$ cat src/rtl/mprc_release_arbiter.sv
// mprc_release_arbiter
//
// Merges 4-beat writeback data releases with single-beat probe-ack releases
// into one outer release stream, buffered by a DEPTH-entry FIFO. A writeback
// burst is kept atomic: once beat 0 is accepted, probe acks are blocked until
// beat BEATS-1 has been accepted.
//
// Handshakes: every channel uses valid/ready. A transfer happens on a rising
// clk edge where valid and ready are both high. Valid must not wait on ready.
// Input readies depend only on FIFO fullness and FSM state, never on
// io_release_ready.
//
// Ports:
//   clk, reset                 clock, asynchronous active-low reset
//   wb_*                       writeback release input (valid/ready + fields)
//   prb_*                      probe-ack release input (valid/ready + fields)
//   io_release_*               outer release output (valid/ready + fields)
//   err_beat                   sticky beat-order / block-consistency error
//   dbg_state, dbg_count       FSM state (0=IDLE, 1=WB_BURST) and FIFO count
//
// Optional build macro: RELEASE_BEAT_CHECK_EN enables the err_beat checker.
// Without it err_beat is tied low and no checker logic exists.

module mprc_release_arbiter #(
    parameter int DEPTH   = 4,
    parameter int BEATS   = 4,
    parameter int DATA_W  = 128,
    parameter int BLOCK_W = 26
) (
    input  logic                       clk,
    input  logic                       reset,
    input  logic                       wb_valid,
    output logic                       wb_ready,
    input  logic [1:0]                 wb_addr_beat,
    input  logic [BLOCK_W-1:0]         wb_addr_block,
    input  logic [1:0]                 wb_client_xact_id,
    input  logic                       wb_voluntary,
    input  logic [2:0]                 wb_r_type,
    input  logic [DATA_W-1:0]          wb_data,
    input  logic                       prb_valid,
    output logic                       prb_ready,
    input  logic [BLOCK_W-1:0]         prb_addr_block,
    input  logic [1:0]                 prb_client_xact_id,
    input  logic [2:0]                 prb_r_type,
    output logic                       io_release_valid,
    input  logic                       io_release_ready,
    output logic [1:0]                 io_release_bits_addr_beat,
    output logic [BLOCK_W-1:0]         io_release_bits_addr_block,
    output logic [1:0]                 io_release_bits_client_xact_id,
    output logic                       io_release_bits_voluntary,
    output logic [2:0]                 io_release_bits_r_type,
    output logic [DATA_W-1:0]          io_release_bits_data,
    output logic                       err_beat,
    output logic                       dbg_state,
    output logic [$clog2(DEPTH+1)-1:0] dbg_count
);

    localparam int PTR_W = $clog2(DEPTH);
    localparam int CNT_W = $clog2(DEPTH + 1);

    typedef enum logic {
        IDLE     = 1'b0,
        WB_BURST = 1'b1
    } state_e;

    state_e             state_q, state_d;
    logic [1:0]         beat_cnt_q, beat_cnt_d;
    logic [PTR_W-1:0]   wr_ptr_q, rd_ptr_q;
    logic [CNT_W-1:0]   count_q, count_d;

    logic [1:0]         mem_beat_q  [DEPTH];
    logic [BLOCK_W-1:0] mem_block_q [DEPTH];
    logic [1:0]         mem_xact_q  [DEPTH];
    logic               mem_vol_q   [DEPTH];
    logic [2:0]         mem_rtype_q [DEPTH];
    logic [DATA_W-1:0]  mem_data_q  [DEPTH];

    logic               full, empty, enq, deq, wb_acc;
    logic [1:0]         enq_beat;
    logic [BLOCK_W-1:0] enq_block;
    logic [1:0]         enq_xact;
    logic               enq_vol;
    logic [2:0]         enq_rtype;
    logic [DATA_W-1:0]  enq_data;

    assign full  = (count_q == CNT_W'(DEPTH));
    assign empty = (count_q == '0);
    assign deq   = !empty && io_release_ready;
    assign wb_acc = wb_valid && wb_ready;

    // FSM next state, input readies and enqueue selection.
    always_comb begin
        state_d    = state_q;
        beat_cnt_d = beat_cnt_q;
        wb_ready   = !full;
        prb_ready  = 1'b0;
        enq        = 1'b0;
        // Writeback beat order is regenerated from beat_cnt, not taken
        // from wb_addr_beat, so the outer stream always shows 0,1,2,3.
        enq_beat   = beat_cnt_q;
        enq_block  = wb_addr_block;
        enq_xact   = wb_client_xact_id;
        enq_vol    = wb_voluntary;
        enq_rtype  = wb_r_type;
        enq_data   = wb_data;
        unique case (state_q)
            IDLE: begin
                prb_ready = !full && !wb_valid;
                if (wb_acc) begin
                    enq        = 1'b1;
                    beat_cnt_d = 2'd1;
                    state_d    = WB_BURST;
                end else if (prb_valid && prb_ready) begin
                    enq       = 1'b1;
                    enq_beat  = 2'd0;
                    enq_block = prb_addr_block;
                    enq_xact  = prb_client_xact_id;
                    enq_vol   = 1'b0;
                    enq_rtype = prb_r_type;
                    enq_data  = '0;
                end
            end
            WB_BURST: begin
                if (wb_acc) begin
                    enq        = 1'b1;
                    beat_cnt_d = beat_cnt_q + 2'd1;
                    if (beat_cnt_q == 2'(BEATS - 1)) begin
                        state_d = IDLE;
                    end
                end
            end
            default: state_d = IDLE;
        endcase
    end

    always_comb begin
        count_d = count_q;
        unique case ({enq, deq})
            2'b10:   count_d = count_q + CNT_W'(1);
            2'b01:   count_d = count_q - CNT_W'(1);
            default: count_d = count_q;
        endcase
    end

    always_ff @(posedge clk or negedge reset) begin
        if (!reset) begin
            state_q    <= IDLE;
            beat_cnt_q <= 2'd0;
            wr_ptr_q   <= '0;
            rd_ptr_q   <= '0;
            count_q    <= '0;
        end else begin
            state_q    <= state_d;
            beat_cnt_q <= beat_cnt_d;
            count_q    <= count_d;
            if (enq) wr_ptr_q <= wr_ptr_q + PTR_W'(1);
            if (deq) rd_ptr_q <= rd_ptr_q + PTR_W'(1);
        end
    end

    // Storage needs no reset: an entry is only visible once count covers it.
    always_ff @(posedge clk) begin
        if (enq) begin
            mem_beat_q[wr_ptr_q]  <= enq_beat;
            mem_block_q[wr_ptr_q] <= enq_block;
            mem_xact_q[wr_ptr_q]  <= enq_xact;
            mem_vol_q[wr_ptr_q]   <= enq_vol;
            mem_rtype_q[wr_ptr_q] <= enq_rtype;
            mem_data_q[wr_ptr_q]  <= enq_data;
        end
    end

    assign io_release_valid               = !empty;
    assign io_release_bits_addr_beat      = mem_beat_q[rd_ptr_q];
    assign io_release_bits_addr_block     = mem_block_q[rd_ptr_q];
    assign io_release_bits_client_xact_id = mem_xact_q[rd_ptr_q];
    assign io_release_bits_voluntary      = mem_vol_q[rd_ptr_q];
    assign io_release_bits_r_type         = mem_rtype_q[rd_ptr_q];
    assign io_release_bits_data           = mem_data_q[rd_ptr_q];

    assign dbg_state = state_q;
    assign dbg_count = count_q;

`ifdef RELEASE_BEAT_CHECK_EN
    logic [BLOCK_W-1:0] blk_q, blk_d;
    logic               err_q, err_d;

    // Beat 0 latches the burst's block; later beats must match it.
    always_comb begin
        blk_d = blk_q;
        err_d = err_q;
        if (wb_acc) begin
            if (wb_addr_beat != beat_cnt_q) err_d = 1'b1;
            if (state_q == IDLE) begin
                blk_d = wb_addr_block;
            end else if (wb_addr_block != blk_q) begin
                err_d = 1'b1;
            end
        end
    end

    always_ff @(posedge clk or negedge reset) begin
        if (!reset) begin
            blk_q <= '0;
            err_q <= 1'b0;
        end else begin
            blk_q <= blk_d;
            err_q <= err_d;
        end
    end

    assign err_beat = err_q;
`else
    logic unused_beat;
    assign unused_beat = ^wb_addr_beat;
    assign err_beat    = 1'b0;
`endif

endmodule

$ cat config.mk
export PLATFORM = sky130hd
export DESIGN_NAME = mprc_release_arbiter
export DESIGN_NICKNAME = d
export VERILOG_FILES = /design/src/rtl/mprc_release_arbiter.sv
export SDC_FILE = /design/constraint.sdc
export NUM_CORES = 1
export LEC_CHECK = 0
export ABC_AREA = 1
export ABC_CLOCK_PERIOD_IN_PS = 19800
export BUFFER_PORTS_ARGS = -buffer_cell sky130_fd_sc_hd__buf_2
export CAP_MARGIN = 20
export CORE_ASPECT_RATIO = 0.6
export CORE_UTILIZATION = 55
export CTS_CLUSTER_DIAMETER = 60
export DETAILED_ROUTE_END_ITERATION = 8
export MAX_ROUTING_LAYER = met4
export PLACE_DENSITY_LB_ADDON = 0.3
export SYNTH_ARGS = -nofsm -noshare
export SYNTH_HDL_FRONTEND = slang
export SYNTH_SLANG_ARGS = --single-unit
$ cat constraint.sdc
create_clock -name clk -period 19.8 [get_ports clk]
set_input_delay 3.96 -clock clk [delete_from_list [all_inputs] [get_ports clk]]
set_output_delay 3.96 -clock clk [all_outputs]
set_load 0.02 [all_outputs]
==> impl_metrics.csv <==
group,metric,value,unit
route,num_vias,16686,
hold_path,hold_class,"flop to flop",
route,wl,58200,µm
final_layout,n_fill_cell,3455,
setup_path,cp.required,15.84,ns
global_route,first_global_vias,16013,
setup_path,r2r_end,"mem_data_q[1][73]$_DFFE_PP_",
final_layout,final_cells,3012,
floorplanning,die_h,170,µm
final_layout,drive_above_1_share,20.0,%
global_route,antenna_found_initial,7,
place,placement.io_buffers,364,
sta,fin_crit_sh,44.9,%
clock_network,cts_setup_buffers,0,
clock_network,root_buffer,"clkbuf_16",
yosys,synth.mux.area_fraction,0,%
sta,grt_setup_unrepaired,"no",
global_route,grt_first_pass_wirelength,88600,µm
floorplanning,fp-row-count,61,
yosys,synth_top_area_share,75.1,%
sta,min_period,8.88,ns
yosys,yosysUniqueCellTypes,26,
pwr,p_leak,11.4,nW
clock_network,cts_hold_buf,0,
yosys,ys_top_cells_by_area,"edfxtp_1 (75%), o21ai_0 (6.3%), nor2_1 (4.8%)",
route,wl_per_cell,19.3,µm
global_route,grt.overflow.total,0,
floorplanning,io_pins,368,
setup_path,end_kind,"output port",
sta,max_slew.worst_pin.slew,1.13,ns
place,place_hpwl,31900,µm
floorplanning,initial_core_util,55.9,%
clock_network,cts_resized,0,
floorplanning,core_area,0.0464,mm²
yosys,async_flop_share,1.52,%
sta,setup_viol,0,
yosys,synth_edf_count,648,
final_layout,multi_input_area,0.00511,mm²
setup_path,cp.arrival,4.92,ns
route,firstDrtPassIters,5,
yosys,synth_ff_type,"edfxtp_1",
yosys,synth_top_family_by_area,"compound AO/OA/AOI/OAI gates",
setup_path,r2r_slack,15.75,ns
yosys,syn_area,0.0259,mm²
yosys,synth-xor-area-share,0.135,%
clock_network,clk_latency,0.60,ns
final_layout,fin_nets,2538,
clock_network,cts_max_level,2,
job,maxCapViolations,0,
setup_path,critical_path_class,"input port to output port",
clock_network,cts_buffers,58,
yosys,synthTopCellsByCount,"edfxtp_1 (648), nor2_1 (329), o21ai_0 (328)",
yosys,ys_ff_latch,658,
sta,setup_tns,0,ns
yosys,synth.largest_area_cell,"edfxtp_1",
sta,finalHoldViolCount,0,
final_layout,area_delta_synth_final,15.7,%
yosys,synth_fa_ha_area_share,0.367,%
pwr,vdd_ir_drop_max,0.127,mV
setup_path,r2r-start,"dbg_state$_DFF_PN0_",
clock_network,tritoncts,"done",
hold_path,hold_depth,1,
run_status,outcome,"completed",
sta,skew,0.0268,ns
yosys,synth.avg_cell_area,12.8,µm²
route,drt_iter0_markers,1545,
setup_path,reg2reg_depth,5,
yosys,synth.yosys.seq_area_share,76.0,%
route,drc_errors,0,
sta,max-slew-margin-rel,24.5,%
hold_path,hp-start,"dbg_count[0]$_DFFE_PN0P_",
yosys,synth_nets,2228,
clock_network,clk_pin_slew,0.06,ns
setup_path,cp-start-kind,"input port",
setup_path,worstPathMaxFanout,33,
global_route,grtUsageTotal,24.6,%
final_layout,register_area,0.0197,mm²
yosys,yosys.cell_count.top_type,"edfxtp_1",
route,ant_nets,0,
sta,clock.fmax,0.113,GHz
yosys,synth_compound_area_share,10.3,%
floorplanning,fp.dieW,282,µm
clock_network,cts_buffer_depth,3,
route,viasPerCell,5.54,
hold_path,hold_end,"dbg_count[0]$_DFFE_PN0P_",
pwr,power_density,163,mW/mm²
sta,maxSlewViolCount,0,
yosys,syn-instance-count,2023,
clock_network,cts.sinks,658,
global_route,grt_max_degree,248,
place,dpl.cell_count,2903,
yosys,synth_simple_gate_area_share,8.74,%
floorplanning,dieArea,0.0480,mm²
yosys,yosysWarnings,0,
place,place.gp.congestion,0.827,
==> sequential cells by signal (all words and copies together), names as in the netlist <==
register and count:
dbg_state 1, mem_beat_q 8, beat_cnt_q 2, mem_block_q 104, dbg_count 3, mem_data_q 512
mem_rtype_q 12, rd_ptr_q 2, mem_vol_q 4, mem_xact_q 8, wr_ptr_q 2
==> stage by stage <==
| stage | setup WS, ns | util [%] | hold WS (ns) | cell area, µm² | power (mW) |
|---|---|---|---|---|---|
| 2_1_floorplan | 8.04 | - | 0.479 | 25900 | 3.26 |
| 3_5_place_dp | 10.93 | 60.7 | 0.497 | 28200 | 3.83 |
| 4_1_cts | 10.93 | 64.6 | 0.507 | 30000 | 4.91 |
| 3_3_place_gp | 11.00 | 60.7 | 0.483 | 28200 | 3.77 |
| 5_1_grt | 10.82 | 64.6 | 0.547 | 30000 | 5.13 |
| 6_report | 10.92 | 64.6 | 0.509 | 30000 | 4.88 |
==> cells by family (layout without fill, tap and decap cells) <==
group	after synthesis	after routing
other	1	8
xor gates and xnor gates	4	4
buffers and inverters	283	635
adders and majority gates	7	7
AOI/OAI and AO/OA	493	493
and+or+nand+nor	577	577
DFF	658	658
==> report_power, final <==
group / internal, mW / total [mW] / switching (mW)
clock network: 0.613 / 1.09 / 0.474
logic: 0.469 / 1.78 / 1.31
registers: 1.91 / 2.01 / 0.0992
total: 2.99 / 4.88 / 1.88
==> layer usage <==
metal | track usage, % | vias to the layer above | wire [µm]
li1 | - | 7863 | -
met1 | 32.7 | 8176 | 24400
met2 | 39.1 | 556 | 28500
met3 | 4.59 | 91 | 3940
met4 | 7.29 | 0 | 1330
met5 | - | - | 0
==> worst max-delay path by stage <==
stage,from,endpoint,slack [ns],cells after the start
finish,wb_valid,prb_ready,10.92,5
global route,wb_valid,prb_ready,10.82,5
CTS,wb_valid,prb_ready,10.93,5
detailed placement,wb_valid,prb_ready,10.93,5
global placement,wb_valid,prb_ready,11.00,5
floorplan,prb_valid,mem_beat_q[0][0]$_DFFE_PP_,8.04,4
==> placed cells by master, fill, tap and decap left out <==
cell type and instances:
edfxtp_1 648, buf_2 364, o21ai_0 328, nor2_1 325, nand2_1 211, o22ai_1 162
inv_1 140, clkbuf_16 58, nand4_1 31, buf_4 19, clkbuf_1 14, clkinv_1 14
dfrtp_1 8, clkinv_2 8, diode_2 7, inv_2 7, ha_1 6, bufinv_16 6
nor2_4 5, nand3_1 3, xnor2_1 2, o211ai_1 2, xor2_1 2, dfrtp_4 2
o21ai_1 1, nand3b_1 1, nand3_4 1, inv_8 1, inv_4 1, fa_1 1
conb_1 1, clkinv_8 1, clkinvlp_4 1, buf_12 1
==> cell type report <==
type	instances	area share, %
Tap cell	630	2.63
Antenna cell	7	0.0584
Sequential cell	658	65.7
Inverter	149	1.90
Multi-Input combinational cell	1082	17.0
Clock buffer	72	5.02
Timing Repair Buffer	384	6.62
Clock inverter	30	0.989
==> worst max-delay path: stages <==
cell,delay [ns]
buf_2,0.14
inv_2,0.45
nand2_1,0.11
nor2_1,0.09
buf_2,0.17
Note: power is estimated with default switching activity, not from simulation.
